$ cat src/rtl/multicycle_control.sv
// Multi-cycle RV32 control unit: a Moore FSM sequencing FETCH/DECODE/EXEC/MEM/WB
// over a req/ready memory port, with multi-cycle mul, trap reporting and a retire counter.
module multicycle_control #(
  parameter int MUL_CYCLES  = 4,
  parameter int MEM_TIMEOUT = 15,
  parameter int CNT_W       = 32
) (
  input  logic             clk,
  input  logic             rst_n,
  input  logic [31:0]      inst,
  input  logic             branch_eq,
  input  logic             branch_lt,
  input  logic             mem_ready,
  output logic             pc_write,
  output logic             pc_src,
  output logic             ir_write,
  output logic             iord,
  output logic             mem_req,
  output logic             mem_write,
  output logic [2:0]       imm_sel,
  output logic             reg_write,
  output logic             branch_unsigned,
  output logic             a_sel,
  output logic             b_sel,
  output logic [3:0]       alu_sel,
  output logic [1:0]       wb_sel,
  output logic             halted,
  output logic             trap,
  output logic [1:0]       trap_cause,
  output logic [CNT_W-1:0] retired
);

  typedef enum logic [2:0] {
    S_BOOT, S_FETCH, S_DECODE, S_EXEC, S_MEM, S_WB, S_HALT, S_TRAP
  } state_t;

  typedef enum logic [3:0] {
    K_R, K_I, K_LOAD, K_STORE, K_JALR, K_JAL, K_BRANCH, K_NOP, K_HALT, K_ILL
  } kind_t;

  localparam logic [6:0] OP_R     = 7'b0110011;
  localparam logic [6:0] OP_I     = 7'b0010011;
  localparam logic [6:0] OP_LOAD  = 7'b0000011;
  localparam logic [6:0] OP_STORE = 7'b0100011;
  localparam logic [6:0] OP_JALR  = 7'b1100111;
  localparam logic [6:0] OP_JAL   = 7'b1101111;
  localparam logic [6:0] OP_BR    = 7'b1100011;
  localparam logic [6:0] OP_NOP   = 7'b0001111;
  localparam logic [6:0] OP_HALT  = 7'b1111111;

  // One counter serves both the memory wait and the mul hold; it clears on every state entry.
  localparam int CNT_MAX = (MUL_CYCLES > MEM_TIMEOUT) ? MUL_CYCLES : MEM_TIMEOUT;
  localparam int WC_W    = $clog2(CNT_MAX + 1);
  localparam logic [WC_W-1:0] MEM_LAST = WC_W'(MEM_TIMEOUT - 1);
  localparam logic [WC_W-1:0] MUL_LAST = WC_W'(MUL_CYCLES - 1);

  // Returns {legal, alu_sel}; non-ALU opcodes add, unknown opcodes are illegal.
  function automatic logic [4:0] alu_decode(input logic [31:0] i);
    logic [4:0] r;
    r = {1'b0, 4'b0010};
    case (i[6:0])
      OP_R: begin
        case ({i[31:25], i[14:12]})
          10'b0000000_000: r = {1'b1, 4'b0010};
          10'b0100000_000: r = {1'b1, 4'b0110};
          10'b0000001_000: r = {1'b1, 4'b1100};
          10'b0000000_111: r = {1'b1, 4'b0000};
          10'b0000000_110: r = {1'b1, 4'b0001};
          10'b0000000_001: r = {1'b1, 4'b0111};
          default:         r = {1'b0, 4'b0010};
        endcase
      end
      OP_I: begin
        case (i[14:12])
          3'b000:  r = {1'b1, 4'b0010};
          3'b111:  r = {1'b1, 4'b0000};
          3'b110:  r = {1'b1, 4'b0001};
          3'b001:  r = {(i[31:25] == 7'b0000000), 4'b0111};
          default: r = {1'b0, 4'b0010};
        endcase
      end
      OP_BR:                                      r = {(i[14:13] != 2'b01), 4'b0010};
      OP_LOAD, OP_STORE, OP_JALR, OP_JAL, OP_NOP, OP_HALT: r = {1'b1, 4'b0010};
      default:                                    r = {1'b0, 4'b0010};
    endcase
    return r;
  endfunction

  function automatic kind_t classify(input logic [31:0] i, input logic legal);
    kind_t k;
    case (i[6:0])
      OP_R:     k = K_R;
      OP_I:     k = K_I;
      OP_LOAD:  k = K_LOAD;
      OP_STORE: k = K_STORE;
      OP_JALR:  k = K_JALR;
      OP_JAL:   k = K_JAL;
      OP_BR:    k = K_BRANCH;
      OP_NOP:   k = K_NOP;
      OP_HALT:  k = K_HALT;
      default:  k = K_ILL;
    endcase
    return legal ? k : K_ILL;
  endfunction

  state_t           state_r;
  logic [WC_W-1:0]  cnt_r;
  logic [CNT_W-1:0] retired_r;
  logic             halted_r;
  logic             trap_r;
  logic [1:0]       cause_r;

  logic [4:0] dec_s;
  kind_t      kind_s;
  logic [3:0] alu_code_s;
  logic       is_mul_s;
  logic       is_jump_s;
  logic       taken_s;
  logic [2:0] setup_imm_s;
  logic       setup_a_s;
  logic       setup_b_s;
  logic       unused_s;

  assign dec_s      = alu_decode(inst);
  assign kind_s     = classify(inst, dec_s[4]);
  assign alu_code_s = dec_s[3:0];
  assign is_mul_s   = (kind_s == K_R) && (alu_code_s == 4'b1100);
  assign is_jump_s  = (kind_s == K_JAL) || (kind_s == K_JALR);
  // funct3[2] picks lt over eq, funct3[0] inverts the sense.
  assign taken_s    = inst[12] ^ (inst[14] ? branch_lt : branch_eq);
  assign setup_a_s  = (kind_s == K_JAL) || (kind_s == K_BRANCH);
  assign setup_b_s  = (kind_s != K_R);
  assign unused_s   = ^{inst[24:15], inst[11:7]};

  // Immediate format selection by instruction class.
  always_comb begin
    setup_imm_s = 3'b000;
    case (kind_s)
      K_LOAD:   setup_imm_s = 3'b001;
      K_STORE:  setup_imm_s = 3'b010;
      K_JALR:   setup_imm_s = 3'b011;
      K_JAL:    setup_imm_s = 3'b100;
      K_BRANCH: setup_imm_s = 3'b110;
      default:  setup_imm_s = 3'b000;
    endcase
  end

  // Moore decode of control strobes from the state register and inst.
  always_comb begin
    pc_write        = 1'b0;
    pc_src          = 1'b0;
    ir_write        = 1'b0;
    iord            = 1'b0;
    mem_req         = 1'b0;
    mem_write       = 1'b0;
    imm_sel         = 3'b000;
    reg_write       = 1'b0;
    branch_unsigned = 1'b0;
    a_sel           = 1'b0;
    b_sel           = 1'b1;
    alu_sel         = 4'b0010;
    wb_sel          = 2'b00;
    case (state_r)
      S_BOOT: begin
        b_sel   = 1'b0;
        alu_sel = 4'b0000;
      end
      S_FETCH: begin
        mem_req  = 1'b1;
        ir_write = mem_ready;
      end
      S_DECODE: pc_write = (kind_s == K_NOP);
      S_EXEC: begin
        imm_sel         = setup_imm_s;
        a_sel           = setup_a_s;
        b_sel           = setup_b_s;
        alu_sel         = alu_code_s;
        branch_unsigned = (kind_s == K_BRANCH) & inst[13];
        pc_write        = (kind_s == K_BRANCH);
        pc_src          = (kind_s == K_BRANCH) & taken_s;
      end
      S_MEM: begin
        imm_sel   = setup_imm_s;
        a_sel     = setup_a_s;
        b_sel     = setup_b_s;
        alu_sel   = alu_code_s;
        mem_req   = 1'b1;
        iord      = 1'b1;
        mem_write = (kind_s == K_STORE);
        pc_write  = (kind_s == K_STORE) & mem_ready;
      end
      S_WB: begin
        imm_sel   = setup_imm_s;
        a_sel     = setup_a_s;
        b_sel     = setup_b_s;
        alu_sel   = alu_code_s;
        reg_write = 1'b1;
        pc_write  = 1'b1;
        pc_src    = is_jump_s;
        wb_sel    = (kind_s == K_LOAD) ? 2'b00 : (is_jump_s ? 2'b10 : 2'b01);
      end
      default: pc_write = 1'b0;
    endcase
  end

  // State sequencing, wait/mul counter, sticky status flags and retire counter.
  always_ff @(posedge clk or negedge rst_n) begin
    if (!rst_n) begin
      state_r   <= S_BOOT;
      cnt_r     <= '0;
      retired_r <= '0;
      halted_r  <= 1'b0;
      trap_r    <= 1'b0;
      cause_r   <= 2'b00;
    end else begin
      if (pc_write) begin
        retired_r <= retired_r + CNT_W'(1);
      end
      case (state_r)
        S_BOOT: begin
          state_r <= S_FETCH;
          cnt_r   <= '0;
        end
        S_FETCH: begin
          if (mem_ready) begin
            state_r <= S_DECODE;
            cnt_r   <= '0;
          end else if (cnt_r == MEM_LAST) begin
            state_r <= S_TRAP;
            trap_r  <= 1'b1;
            cause_r <= 2'b10;
            cnt_r   <= '0;
          end else begin
            cnt_r <= cnt_r + WC_W'(1);
          end
        end
        S_DECODE: begin
          cnt_r <= '0;
          case (kind_s)
            K_HALT: begin
              state_r  <= S_HALT;
              halted_r <= 1'b1;
            end
            K_ILL: begin
              state_r <= S_TRAP;
              trap_r  <= 1'b1;
              cause_r <= 2'b01;
            end
            K_NOP:   state_r <= S_FETCH;
            default: state_r <= S_EXEC;
          endcase
        end
        S_EXEC: begin
          if (is_mul_s && (cnt_r != MUL_LAST)) begin
            cnt_r <= cnt_r + WC_W'(1);
          end else begin
            cnt_r <= '0;
            if (kind_s == K_BRANCH) begin
              state_r <= S_FETCH;
            end else if ((kind_s == K_LOAD) || (kind_s == K_STORE)) begin
              state_r <= S_MEM;
            end else begin
              state_r <= S_WB;
            end
          end
        end
        S_MEM: begin
          if (mem_ready) begin
            state_r <= (kind_s == K_LOAD) ? S_WB : S_FETCH;
            cnt_r   <= '0;
          end else if (cnt_r == MEM_LAST) begin
            state_r <= S_TRAP;
            trap_r  <= 1'b1;
            cause_r <= 2'b11;
            cnt_r   <= '0;
          end else begin
            cnt_r <= cnt_r + WC_W'(1);
          end
        end
        S_WB: begin
          state_r <= S_FETCH;
          cnt_r   <= '0;
        end
        S_HALT:  state_r <= S_HALT;
        S_TRAP:  state_r <= S_TRAP;
        default: state_r <= S_BOOT;
      endcase
    end
  end

  assign halted     = halted_r;
  assign trap       = trap_r;
  assign trap_cause = cause_r;
  assign retired    = retired_r;

endmodule

$ cat config.mk
export PLATFORM = sky130hd
export DESIGN_NAME = multicycle_control
export DESIGN_NICKNAME = d
export VERILOG_FILES = /design/src/rtl/multicycle_control.sv
export SDC_FILE = /design/constraint.sdc
export NUM_CORES = 1
export LEC_CHECK = 0
export BUFFER_PORTS_ARGS = -buffer_cell sky130_fd_sc_hd__buf_2
export CAP_MARGIN = 20
export CORE_UTILIZATION = 45
export DETAILED_ROUTE_END_ITERATION = 10
export GPL_TIMING_DRIVEN = 0
export PLACE_DENSITY = 0.8
export SYNTH_ARGS = -nofsm -noshare
export SYNTH_HDL_FRONTEND = slang
export SYNTH_SLANG_ARGS = --single-unit
$ cat constraint.sdc
create_clock -name clk -period 2.9 [get_ports clk]
set_clock_uncertainty 0.2 [all_clocks]
set_input_delay 0.145 -clock clk [delete_from_list [all_inputs] [get_ports clk]]
set_output_delay 0.145 -clock clk [all_outputs]
set_load 0.005 [all_outputs]
==> impl_metrics.csv, run 1 <==
group,metric,value,unit
outcome,status,"complete, no violations",
floorplanning,die_h,81.9,um
synthesis,yosys-top-cells-area,"dfrtp_1 37%, xor2_1 10%, nor3_2 5.6%, nor2_1 3.5%, nand4_1 3.5%",
placed_design,routabilityCongestion,0.864,
clocking,postCtsHoldBufs,1,
critical_path,end_kind,"output pin",
synthesis,yosysTopAreaCell,"dfrtp_1",
timing,slew_viol_final,0,
critical_path,crit_fanout,7,
route,vias,2690,
clocking,cts_setup_buffers,0,
hold_path,hp-class,"in -> reg",
clocking,cts_inserted_buffers,5,
power_and_ir_drop,combPwrFrac,0.419,
synthesis,synth_common_cells,"43 x dfrtp_1, 33 x xor2_1, 27 x nor2_1",
route,avgRoutedWirePerCell,15.0,um
floorplanning,die_w,81.9,um
job,maxCapViolations,0,
timing,fin_crit,2.55,ns
timing,max_freq,0.392,GHz
global_route,gr-usage-all-layers,0.222,
power_and_ir_drop,intPower,1.32,mW
synthesis,synth_top_area_share,0.374,
critical_path,cp.arrival,2.20,ns
synthesis,synth_cell_type_count,57,
power_and_ir_drop,ir_worst_vdd,0.496,mV
power_and_ir_drop,p_sw,0.868,mW
route,drt_iter0_drc,150,
critical_path,crit_path_start_kind,"input pin",
synthesis,synthCells,310,
critical_path,critical_path_class,"in -> out",
clocking,clk_latency,0.30,ns
global_route,grt_max_degree,44,
floorplanning,start_util,0.477,
synthesis,syn_nets,350,
layout,final_nets,432,
critical_path,r2r_start,"state_r[2]$_DFFE_PN0P_",
clocking,cts_root_buffer,"clkbuf_8",
clocking,cts_sinks,43,
synthesis,synth.most_common_cell,"dfrtp_1",
global_route,grt-ovfl-total,0,
floorplanning,rows,28,
layout,nFillCells,542,
synthesis,synth_edf_count,0,
floorplanning,core-area,6030,sq um
clocking,cts_tree,"built",
placed_design,dp_hpwl,5260,um
synthesis,avgSynthCellArea,9.27,sq um
synthesis,synth-warning-count,0,
critical_path,worstPathRequired,2.56,ns
clocking,cts_buffer_depth,2,
timing,finalHoldViolCount,0,
clocking,cts_resized,0,
timing,rsz0062_at_grt,"no",
synthesis,ys_async_sr_fraction,1.00,
power_and_ir_drop,power_leakage,1.42,nW
synthesis,yosys_register_bits,43,
power_and_ir_drop,seqPwrFrac,0.366,
power_and_ir_drop,pwr-share-clk,0.215,
route,drc_errors,0,
clocking,clk_pin_slew,0.08,ns
timing,holdWs,0.0613,ns
timing,slew_headroom,0.361,
route,wl,7040,um
floorplanning,ios,92,
floorplanning,die_area,6710,sq um
timing,fin_tns_setup,0,ns
power_and_ir_drop,p_sw_frac,0.398,
synthesis,ys_seq_area_frac,0.374,
global_route,antenna_found_initial,0,
route,ant_nets,0,
power_and_ir_drop,p_per_area,631,nW/um^2
timing,min_period_over_period,0.879,
layout,layout-drive-gt1-share,0.303,
synthesis,synth-main-ff-cell,"dfrtp_1",
route,vias_per_cell,5.75,
clocking,htree_levels,2,
global_route,grt_pass1_wl,11500,um
timing,worst_slew_pin_slew,0.958,ns
synthesis,syn_area,2870,sq um
placed_design,io_buffers,74,
timing,setup_viol,0,
global_route,grt_pass1_vias,2464,
layout,syn2layout_area_growth,20.4,%
route,dr.pass1.iters,5,
layout,insertedDiodeCount,0,
power_and_ir_drop,power,2.18,mW
hold_path,worst_hold_startpoint,"mem_ready",
critical_path,worstSetupStartpoint,"inst[2]",
flip-flops by register name, summed over array words and instances, names as in the netlist:
| name | flops |
|---|---|
| retired | 32 |
| cnt_r | 4 |
| state_r | 3 |
| trap_cause | 2 |
| halted | 1 |
| trap | 1 |
routing by layer:
layer	track usage	vias up	share of wire
li1	-	1291	-
met3	0.0511	10	0.068
met2	0.354	112	0.45
met5	0	-	0
met1	0.304	1277	0.47
met4	0.0509	0	0.011
path summary, 6_finish.rpt:
kind	endpoint	slack, ns	cells after the start
setup / recovery	imm_sel[2]	0.35	9
hold / removal	state_r[0]$_DFFE_PN0P_	0.06	4
setup reg to reg	retired[10]$_DFFE_PN0P_	0.46	8
hold reg to reg	halted$_DFFE_PN0P_	0.26	1
max in group asynchronous	retired[16]$_DFFE_PN0P_	1.57	2
min in group asynchronous	cnt_r[2]$_DFFE_PN0P_	0.34	2
logic make-up after synthesis:
logic type | count (synthesis) | synth area share
AOI/OAI and AO/OA | 41 | 0.0993
xor gates and xnor gates | 35 | 0.107
adders and majority gates | 4 | 0.0165
buffers and inverters | 25 | 0.0448
DFF | 43 | 0.374
muxes | 3 | 0.0109
and+or+nand+nor | 159 | 0.347
power by group through the flow:
stage,sequential (mW),combinational [mW],clock [mW]
global placement,0.801,0.885,0
detailed placement,0.808,0.906,0
finish,0.799,0.914,0.471
CTS,0.798,0.912,0.480
global route,0.814,1.01,0.503
floorplan,0.799,0.611,0
critical path, stage by stage:
cell,delay [ns]
buf_2,0.14
or2_0,0.19
buf_2,0.15
or4b_2,0.65
a311o_1,0.31
nand3_1,0.09
nor3b_1,0.27
buf_4,0.16
buf_2,0.10
placed cells by master, fill, tap and decap left out, types with 2 or more instances in the layout:
cell / instances
or3_1: 2
a211oi_1: 3
mux2i_1: 2
and4_1: 5
o21bai_1: 2
ha_1: 3
xnor2_1: 2
inv_1: 7
dfrtp_1: 43
o21ai_0: 6
and2_1: 6
and3b_1: 2
nand2b_1: 4
nor3_2: 16
nand3_1: 17
or4_1: 2
xor2_1: 33
nand3b_1: 3
nor4_2: 3
and3_1: 5
buf_6: 4
nor4b_2: 4
o21a_1: 2
nor4b_1: 3
or2_2: 4
nor3_1: 9
nor2_1: 27
buf_2: 75
a311o_1: 2
clkbuf_8: 5
nand2_1: 21
nand4_1: 16
a21o_1: 3
nor2b_1: 2
nor4_1: 3
a21oi_1: 9
clkbuf_1: 11
a31oi_1: 3
metrics by stage:
step                      std cells  setup WS (ns)  cell area, sq um  utilization
after floorplan                 310          0.532              2870            -
after global placement          459          0.385              3340        0.554
after detailed placement        459          0.378              3340        0.554
after CTS                       468          0.367              3460        0.574
after global routing            468          0.237              3460        0.574
final                           468          0.350              3460        0.574
area by class of cell:
| class | instances | area (sq um) | share of cell area |
|---|---|---|---|
| Inverter | 8 | 30.0 | 0.00868 |
| Tap cell | 75 | 93.8 | 0.0271 |
| Multi-Input combinational cell | 242 | 1670 | 0.482 |
| Sequential cell | 43 | 1080 | 0.311 |
| Clock inverter | 3 | 43.8 | 0.0127 |
| Buffer | 17 | 98.8 | 0.0286 |
| Timing Repair Buffer | 75 | 380 | 0.110 |
| Clock buffer | 5 | 68.8 | 0.0199 |
No activity file was read; power rests on OpenSTA's default activity.
==> run 2: changes to the inputs <==
--- a/config.mk
+++ b/config.mk
@@ -8,3 +8,2 @@
 export BUFFER_PORTS_ARGS = -buffer_cell sky130_fd_sc_hd__buf_2
-export CAP_MARGIN = 20
 export CORE_UTILIZATION = 45
==> constraint.sdc (replaced) <==
create_clock -name clk -period 2.9 [get_ports clk]
set_clock_uncertainty 0.2 [all_clocks]
set_input_delay 0.29 -clock clk [delete_from_list [all_inputs] [get_ports clk]]
set_output_delay 0.29 -clock clk [all_outputs]
set_load 0.005 [all_outputs]
==> run 2 against run 1 <==
Net effect: fmax shrank 8.5%; routed wire length up 1.2%; worst setup slack worse by 0.24 ns; register-to-register slack is essentially flat; total power about the same; sequential power barely moved; critical path depth unchanged; design area is 0.33% higher; combinational power is essentially flat; sequential cell count unchanged; largest cell class unchanged; largest power group unchanged; highest routed layer unchanged.
==> impl_metrics.csv, run 2 (synthesized netlist as in run 1, its figures left out) <==
group,metric,value,unit
outcome,status,"complete, no violations",
critical_path,max_stage_delay,0.65,ns
critical_path,r2r_start,"state_r[2]$_DFFE_PN0P_",
floorplanning,ios,92,
route,ant_nets,0,
route,drc_errors,0,
power_and_ir_drop,ir_worst_vdd,0.494,mV
critical_path,worstSetupStartpoint,"inst[2]",
power_and_ir_drop,p_sw_frac,0.398,
layout,largest_register_ffs,32,
layout,final_nets,432,
clocking,cts_sinks,43,
power_and_ir_drop,combPwrFrac,0.418,
layout,layout-drive-gt1-share,0.308,
power_and_ir_drop,power,2.18,mW
route,avgRoutedWirePerCell,15.2,um
timing,setup_viol,0,
layout,syn2layout_area_growth,20.8,%
power_and_ir_drop,p_sw,0.869,mW
layout,most-common-layout-cells,"75 x buf_2, 43 x dfrtp_1, 33 x xor2_1",
route,vias,2711,
timing,slew_viol_final,0,
critical_path,crit_family,"simple AND/OR/NAND/NOR gates",
power_and_ir_drop,intPower,1.32,mW
clocking,cts_inserted_buffers,5,
layout,fin_area,3470,sq um
hold_path,worst_hold_startpoint,"mem_ready",
timing,fin_crit,2.79,ns
global_route,antenna_found_initial,0,
timing,finalHoldViolCount,0,
power_and_ir_drop,seqPwrFrac,0.366,
global_route,grt-ovfl-total,0,
critical_path,worstPathCellList,"buf_2 > or2_0 > buf_2 > or4b_2 > a311o_1 > nand3_1 > nor3b_2 > buf_4 > buf_2",
timing,rsz0062_at_grt,"no",
critical_path,cp_slowest_cell,"or4b_2",
power_and_ir_drop,pwr-share-clk,0.216,
clocking,cts_root_buffer,"clkbuf_8",
clocking,htree_levels,2,
floorplanning,die_h,81.9,um
power_and_ir_drop,p_per_area,629,nW/um^2
job,maxCapViolations,0,
timing,fin_tns_setup,0,ns
timing,max_freq,0.359,GHz
floorplanning,start_util,0.477,
placed_design,routabilityCongestion,0.864,
critical_path,worstPathRequired,2.41,ns
critical_path,cp.arrival,2.30,ns
global_route,grt_pass1_vias,2464,
global_route,grt_pass1_wl,11500,um
floorplanning,core-area,6030,sq um
timing,holdWs,0.198,ns
floorplanning,rows,28,
power_and_ir_drop,power_leakage,1.43,nW
clocking,cts_tree,"built",
clocking,clk_pin_slew,0.08,ns
placed_design,dp_hpwl,5260,um
layout,insertedDiodeCount,0,
route,vias_per_cell,5.79,
critical_path,worst-path-buf-inv,4,
critical_path,end_kind,"output pin",
hold_path,hp-class,"in -> reg",
timing,min_period_over_period,0.961,
critical_path,cp_common_cell,"buf_2",
placed_design,io_buffers,74,
timing,slew_headroom,0.383,
global_route,gr-usage-all-layers,0.222,
route,wl,7130,um
floorplanning,die_w,81.9,um
clocking,clk_latency,0.30,ns
critical_path,crit_fanout,7,
route,drt_iter0_drc,155,
global_route,grt_max_degree,44,
critical_path,critical_path_class,"in -> out",
critical_path,crit_path_start_kind,"input pin",
floorplanning,die_area,6710,sq um
layout,final_common_cell,"buf_2",
clocking,cts_buffer_depth,2,
timing,worst_slew_pin_slew,0.926,ns
route,dr.pass1.iters,4,
placed_design,post_dp_cell_area,3340,sq um
-- run 2: worst min-delay path, stage by stage --
cell	delay [ns]
buf_2	0.15
mux2i_1	0.08
nor2_1	0.08
nor2_1	0.05
-- run 2: worst paths after layout --
| path | end | slack [ns] | depth (start not counted) |
|---|---|---|---|
| max in group asynchronous | retired[19]$_DFFE_PN0P_ | 1.46 | 2 |
| min in group asynchronous | retired[18]$_DFFE_PN0P_ | 0.47 | 2 |
| setup / recovery | imm_sel[2] | 0.11 | 9 |
| hold / removal | state_r[0]$_DFFE_PN0P_ | 0.20 | 4 |
| hold reg to reg | halted$_DFFE_PN0P_ | 0.26 | 1 |
| setup reg to reg | retired[10]$_DFFE_PN0P_ | 0.46 | 8 |
-- run 2: metal layers --
layer / share of wire / GRT usage / up-vias / routed length [um]
met5: 0 / 0 / - / 0
met4: 0.013 / 0.0509 / 0 / 96
met3: 0.062 / 0.0511 / 12 / 445
met2: 0.46 / 0.354 / 114 / 3300
met1: 0.46 / 0.304 / 1292 / 3280
li1: - / - / 1293 / -
-- run 2: timing repair --
item / CTS / global route
setup buffers: 0 / 0
endpoints found under the hold margin: 43 / 0
hold buffers: 1 / 0
endpoints found under the setup margin: 0 / 1
gates resized for setup: 0 / 2
-- run 2: cell type report --
class / count / area, sq um
buffer: 17 / 98.8
clock buffer: 5 / 68.8
clock inverter: 3 / 43.8
fill: 541 / 2550
inverter: 8 / 30.0
multi-input combinational: 242 / 1680
sequential: 43 / 1080
tap: 75 / 93.8
timing repair buffer: 75 / 380
-- run 2: power by group through the flow --
stage / clock, mW / sequential (mW) / combinational, mW
2_1_floorplan: 0 / 0.799 / 0.611
3_3_place_gp: 0 / 0.801 / 0.885
3_5_place_dp: 0 / 0.808 / 0.906
4_1_cts: 0.480 / 0.798 / 0.912
5_1_grt: 0.503 / 0.814 / 1.01
6_report: 0.472 / 0.800 / 0.913
-- run 2: metrics by stage --
step	std cells	util	worst slack (ns)
floorplan	310	-	0.242
global placement	459	0.554	0.0946
detailed placement	459	0.554	0.0875
CTS	468	0.574	0.0772
global route	468	0.576	0.0279
finish	468	0.576	0.113
